## src/rtl/result_display_driver.sv

```systemverilog
// -----------------------------------------------------------------------------
// result_display_driver
//
// Accepts sign-magnitude results from the calculator datapath over a
// valid/ready handshake, latches them, and drives a time-multiplexed 2-digit
// seven-segment display (digit 0 = magnitude, digit 1 = sign). After each
// accepted result the block withholds res_ready for HOLD_SCANS digit-slot
// toggles so a value stays on the display long enough to be read. Results
// whose zero flag disagrees with their magnitude raise err and show 'E'.
//
// Parameters
//   REFRESH_DIV  clock cycles per digit slot (>= 2)
//   HOLD_SCANS   digit-slot toggles after an accept before res_ready returns (>= 1)
//
// Ports
//   clk        system clock, rising edge
//   rst_n      asynchronous active-low reset
//   res_valid  result offered
//   res_ready  block can accept a result
//   res_mag    result magnitude 0..7
//   res_sign   result sign, 1 = negative
//   res_zero   result-is-zero flag
//   clr        synchronous display clear (wins over a transfer)
//   seg        segments {g,f,e,d,c,b,a}, active-high
//   an         digit enables, one-hot; an[0] = magnitude, an[1] = sign
//   err        last accepted result was inconsistent
// -----------------------------------------------------------------------------
module result_display_driver #(
   parameter int REFRESH_DIV = 1000,
   parameter int HOLD_SCANS  = 4
) (
   input  logic       clk,
   input  logic       rst_n,
   input  logic       res_valid,
   output logic       res_ready,
   input  logic [2:0] res_mag,
   input  logic       res_sign,
   input  logic       res_zero,
   input  logic       clr,
   output logic [6:0] seg,
   output logic [1:0] an,
   output logic       err
);

   localparam int DIV_W  = $clog2(REFRESH_DIV);
   localparam int HOLD_W = $clog2(HOLD_SCANS + 1);

   localparam logic [DIV_W-1:0]  DIV_LAST  = DIV_W'(REFRESH_DIV - 1);
   localparam logic [HOLD_W-1:0] HOLD_DONE = HOLD_W'(HOLD_SCANS);

   typedef enum logic {
      BLANK = 1'b0,
      SHOW  = 1'b1
   } state_t;

   state_t            state_q, state_d;
   logic [DIV_W-1:0]  div_q;
   logic              dsel_q;
   logic [HOLD_W-1:0] hold_q;
   logic [2:0]        mag_q;
   logic              sign_q;
   logic              err_q;
   logic              xfer;
   logic              hold_done;

   function automatic logic [6:0] mag_to_seg(input logic [2:0] m);
      logic [6:0] s;
      case (m)
         3'd0:    s = 7'h3F;
         3'd1:    s = 7'h06;
         3'd2:    s = 7'h5B;
         3'd3:    s = 7'h4F;
         3'd4:    s = 7'h66;
         3'd5:    s = 7'h6D;
         3'd6:    s = 7'h7D;
         default: s = 7'h07;
      endcase
      return s;
   endfunction

   assign hold_done = (hold_q == HOLD_DONE);
   assign err       = err_q;

   always_ff @(posedge clk or negedge rst_n) begin
      if (!rst_n) begin
         state_q <= BLANK;
      end else begin
         state_q <= state_d;
      end
   end

   // res_ready depends only on registers and clr, so a source may hold
   // res_valid high through the hold window without creating a comb loop.
   always_comb begin
      state_d   = state_q;
      an        = 2'b00;
      seg       = 7'h00;
      res_ready = ((state_q == BLANK) || hold_done) && !clr;
      xfer      = res_valid && res_ready;
      case (state_q)
         BLANK: begin
            if (xfer) begin
               state_d = SHOW;
            end
         end
         SHOW: begin
            an = dsel_q ? 2'b10 : 2'b01;
            if (dsel_q) begin
               seg = (sign_q && !err_q) ? 7'h40 : 7'h00;
            end else begin
               seg = err_q ? 7'h79 : mag_to_seg(mag_q);
            end
            if (clr) begin
               state_d = BLANK;
            end
         end
         default: state_d = BLANK;
      endcase
   end

   always_ff @(posedge clk or negedge rst_n) begin
      if (!rst_n) begin
         div_q  <= '0;
         dsel_q <= 1'b0;
         hold_q <= '0;
         mag_q  <= 3'd0;
         sign_q <= 1'b0;
         err_q  <= 1'b0;
      end else if (clr) begin
         err_q <= 1'b0;
      end else if (xfer) begin
         // A zero result is shown as an unsigned 0 regardless of what the
         // datapath put on the magnitude/sign lines.
         mag_q  <= res_zero ? 3'd0 : res_mag;
         sign_q <= res_sign && !res_zero;
         err_q  <= (res_zero && (res_mag != 3'd0)) || (!res_zero && (res_mag == 3'd0));
         div_q  <= '0;
         dsel_q <= 1'b0;
         hold_q <= '0;
      end else if (state_q == SHOW) begin
         if (div_q == DIV_LAST) begin
            div_q  <= '0;
            dsel_q <= ~dsel_q;
            if (!hold_done) begin
               hold_q <= hold_q + 1'b1;
            end
         end else begin
            div_q <= div_q + 1'b1;
         end
      end
   end

endmodule

```

## config.mk

```make
export PLATFORM = sky130hd
export DESIGN_NAME = result_display_driver
export DESIGN_NICKNAME = d
export VERILOG_FILES = /design/src/rtl/result_display_driver.sv
export SDC_FILE = /design/constraint.sdc
export NUM_CORES = 1
export LEC_CHECK = 0
export CAP_MARGIN = 5
export CORE_ASPECT_RATIO = 1.5
export CORE_MARGIN = 2
export CORE_UTILIZATION = 47
export DETAILED_ROUTE_END_ITERATION = 10
export PLACE_DENSITY = 0.75
export SYNTH_ARGS = -nofsm -noshare
export SYNTH_HDL_FRONTEND = slang
export SYNTH_SLANG_ARGS = --single-unit
```

## constraint.sdc

```tcl
create_clock -name clk -period 1.41 [get_ports clk]
set_input_delay 0.3525 -clock clk [delete_from_list [all_inputs] [get_ports clk]]
set_output_delay 0.3525 -clock clk [all_outputs]
set_load 0.02 [all_outputs]
```

* Word-level counts from Yosys, hierarchy flattened
Index checks and enable logic that the tools add are counted.
** Operators by class
- Bitwise operators :: 3
- Equal/unequal tests :: 9
- Reduce and logical (&&, ||, !) cells :: 21
- Muxes and demuxes :: 23
- Add/subtract/negate cells :: 2
** Operators by type and width (number)
- 7-bit case mux with 7 select lines :: 1
- 10-bit 2-to-1 mux :: 3
- 7-bit 2-to-1 mux :: 4
- 3-bit 2-to-1 mux :: 5
- 3-bit == test (second input constant) :: 4
- 10-bit by 1-bit adder with 10-bit output (second input constant) :: 1
- 10-bit == test (second input constant) :: 1
- 1-bit 2-to-1 mux :: 7
- 3-bit by 2-bit == test with 1-bit output (second input constant) :: 2
- 1-bit logical AND :: 6
- 3-bit zero test :: 2
- 2-bit nonzero test :: 3
- 2-bit 2-to-1 mux :: 2
- 2-bit AND reduction :: 2
- 4-bit AND reduction :: 1
- 3-bit by 1-bit adder with 3-bit output (second input constant) :: 1
- 3-bit by 1-bit == test with 1-bit output (second input constant) :: 1
- 1-bit zero test :: 3
- 1-bit inverter :: 3
- 3-bit AND reduction :: 1
- 3-bit nonzero test :: 1
- 1-bit logical OR :: 2
- 2-bit != test (second input constant) :: 1
- 1-bit case mux with 2 select lines :: 1
** Word-level totals
- Bits in registers :: 20
- Output and inout port bits :: 11
- Word-level logic and storage cells :: 65
- Bits of input ports :: 9

* Logic depth before layout (Yosys ltp)
Gate-level depths: netlist of the first run.
- Depth in word-level cells :: 6
- Depth in mapped cells :: 7
- Gate-level depth less buffers :: 6

* Worst setup path after synthesis of the first run
OpenSTA, ideal clock, no wires.
- Kind :: reg2out
- From :: reg mag_q[2]
- To :: out seg[5]
- Required time :: 1.058 ns
- Buffers on the path :: 1
- Path slack :: -0.243 ns
- Data arrival time :: 1.301 ns
- Stages on the path, launching flop included :: 5
- Cell sequence :: dfrtp_1 > clkbuf_1 > inv_1 > maj3_1 > a21oi_1
** Between the ends
- Cells in the longest elaborated chain, start to end :: 5
- Elaborated cells between the ends (all ways) :: 11
- Those cells by class :: eq/ne (6); mux (4); reduce/logical (1)
** RTL lines
- from (decl) :: RTL line 60 : logic [2:0] mag_q;
- from (signal assigned) :: RTL line 134 : mag_q <= res_zero ? 3'd0 : res_mag;
- 3-bit == test, or another cell as far along :: RTL line 68 : case (m)
- 7-bit case mux with 7 select lines * :: RTL line 68
- 7-bit 2-to-1 mux * :: RTL line 111 : seg = err_q ? 7'h79 : mag_to_seg(mag_q);
- 7-bit 2-to-1 mux * :: RTL line 108 : if (dsel_q) begin
- 7-bit 2-to-1 mux * :: RTL line 100 : case (state_q)
- to (decl) :: RTL line 40 : output logic [6:0] seg,
Mark *: on every way between the ends. The rest lies on a longest branch, timed or not.

* Worst setup path in the final report of the first run
Ends and elaborated chain as after synthesis.

==> results.yml, run 1 <==
timing:
  grt_setup_unrepaired: "yes"
  fin_skew_ps: 19.1
  slew_viol_final: 0
  period_share_pct: 144
  hold_viol_final: 0
  fin_crit_ps: 2030
  layout_setup_ws_ps: -618
  slew_headroom_pct: 77.5
  whs_ps: 381
  fmax_mhz: 493
  worst_slew_pin_slew_ps: 335
  setup_viol: 30
setup_path:
  start_kind: "flop"
  cp_common_cell: "buf_4"
  timing.rr.start: "div_q[4]"
  cp_max_fo: 6
  worst_ep_arrival_time_ps: 1680
  worst_path_max_delay_cell: "dfrtp_2"
  startpoint: "mag_q[2]"
  crit_path_end: "seg[5]"
  slowest_delay_ps: 500
  reg2reg_slack_ps: -340
  critPathCaptureType: "primary output"
  critical_path_class: "reg2out"
  cp.required_ps: 1060
  r2r_cells: 4
  cp_cell_sequence: "buf_4 -> inv_2 -> maj3_2 -> a21oi_2 -> buf_4"
  r2r_end: "hold_q[1]"
routing:
  antenna_left: 0
  drt_wl_total_mm: 6.34
  wl_per_cell_um: 26.9
  drc: 0
  first_pass_iters: 4
  routed_via_density: 6.30
  initialDrtViolationCount: 65
  vias: 1486
pwr:
  switching_power_uw: 688
  ir_drop_mv: 1.11
  powerDensity_nw_per_um2: 859
  switching_share_pct: 34.5
  p_int_uw: 1310
  pwr-share-seq_pct: 34.5
  p_leak_uw: 0.00105
  p_clk_share_pct: 25.5
  combPwrFrac_pct: 39.9
cells_and_area:
  final_cells: 236
  layout-drive-gt1-share_pct: 66.5
  area_growth_pct: 95.8
  final_common_cell: "buf_4"
  post-route-util_pct: 95.8
  nets: 225
  antenna_cells: 0
  layout_common_cells: "51 x buf_4, 24 x buf_6, 18 x dfrtp_1, 7 x o21ai_2, 7 x clkdlybuf4s50_1"
synth:
  synth-edff-count: 0
  ys.flop_type: "dfrtp_1"
  synth_nets: 140
  yosys_register_bits: 20
  syn-instance-count: 128
  yosysTopAreaCellShare_pct: 42.2
  ys_seq_area_share_pct: 42.2
  ys_types: 38
  synth_top_cell_by_area: "dfrtp_1"
  synth-async-reset-ratio_pct: 100
  syn_area_per_cell_sq_um: 9.26
  syn-cell-area_sq_um: 1180
  netlist_top_cells_area: "dfrtp_1 42%, a21oi_1 3.8%, nor2_1 3.8%, xnor2_1 3.7%, ha_1 3.2%"
  synth_warnings: 0
clock_network:
  cts_tree: "done"
  clk_pin_slew_ps: 130
  cts_buffers: 3
  h-tree-depth: 1
  cts_sinks: 20
  hold_buffers: 0
  clk_latency_ps: 350
  cts_root_buf: "clkbuf_4"
  clock_path_buffers: 2
floorplanning:
  row_count: 22
  die_h_um: 65.5
  start_util_pct: 48.9
  dieArea_sq_um: 2950
  boundaryPins: 20
  die_x_um: 45.0
  core_area_sq_um: 2420
grt:
  grt_pass1_wl_mm: 7.16
  overflow: 0
  grt_usage_pct: 34.7
  grt_pass1_vias: 1571
  antenna_found_initial: 0
  grt_start_max_net_pins: 21
placed_design:
  dpl.hpwl_mm: 2.72
  dpl.cell_count: 207
  gp_congestion: 0.853
  portBuffers: 19
run_status:
  violations: "negative setup slack"
  outcome: "finished with violations"
flow_run:
  cap_violations: 0
hold_path:
  hold_path_class: "in2async"
## stage by stage
step	cell area [sq um]	setup TNS [ps]	worst slack (ps)	total power [uW]
after floorplan	1280	-889	-128	929
after global placement	1770	-12030	-547	1160
after detailed placement	1770	-12790	-601	1180
after CTS	2080	-6630	-508	1780
after global routing	2320	-10240	-721	2030
final	2320	-9290	-618	1990
## worst min-delay path by stage
stage                          end  slack, ps  cells after the start
final                     mag_q[2]        380                      2
after CTS                 div_q[5]        340                      2
after detailed placement    sign_q        560                      2
after floorplan           div_q[0]         60                      0
after global placement    div_q[0]        560                      2
after global routing      mag_q[2]        410                      2
## timing repair
action,CTS,global route
buffers inserted,14,13
endpoints found under the setup margin,30,31
gates resized for setup,110,36
pin swaps,18,10
gates cloned,1,0
## cell usage after synthesis, types with 2 or more instances
cell type,instances
nor3_1,4
nor4_1,3
nor2_1,12
dfrtp_1,20
xor2_1,4
o21ai_1,2
nand3b_1,4
xnor2_1,5
a21oi_1,9
o311a_1,2
clkbuf_1,2
and2_1,2
o21ai_0,7
inv_1,9
buf_2,2
o31ai_1,2
ha_1,3
nand2_1,10
nand4_1,2
nand3_1,6
## layout make-up
cell class | instances | area (sq um)
fillers | 60 | 103
flip-flops and latches | 20 | 503
repair buffers | 84 | 751
multi-input cells | 95 | 945
clock buffers | 3 | 22.5
clock inverters | 1 | 30.0
inverters | 9 | 38.8
well taps | 24 | 30.0
## flip-flops by register name, indices dropped and copies added (netlist names)
register,flops
sign_q,1
mag_q,3
err,1
hold_q,3
state_q,1
dsel_q,1
div_q,10
## critical path, delay by kind of cell, from the launching register on
| kind | cells | cell delay, ps |
|---|---|---|
| AOI/OAI and AO/OA | 1 | 150 |
| adders and majority gates | 1 | 320 |
| buffers and inverters | 3 | 340 |
| DFF | 1 | 500 |
## per-layer routing
layer / global-route usage, % / part of all wire (%) / vias to the layer above
met5: 0 / 0 / -
met2: 65.2 / 53 / 93
met3: 5.77 / 6.2 / 47
met1: 30.6 / 33 / 723
li1: - / - / 623
met4: 24.6 / 7.6 / 0
## power groups by stage
stage / clock (uW) / sequential, uW / combinational (uW)
floorplan: 0 / 677 / 252
global placement: 0 / 676 / 484
detailed placement: 0 / 682 / 502
CTS: 496 / 674 / 605
global route: 516 / 692 / 825
finish: 509 / 689 / 796
## cells by family after synthesis
kind of cell	count (synthesis)	synth area share (%)
and+or+nand+nor	51	24.5
AOI/OAI and AO/OA	29	16.5
muxes	2	1.80
buffers and inverters	13	4.33
xor gates and xnor gates	9	6.65
adders and majority gates	4	4.01
DFF	20	42.2
Note: power is estimated with default switching activity, not from simulation.
==> run 2, diff against run 1 <==
Settings changed: HOLD_SLACK_MARGIN set to 0.05.
==> results of run 2 <==
The final DEF is identical to that of run 1; final timing and power are the same.
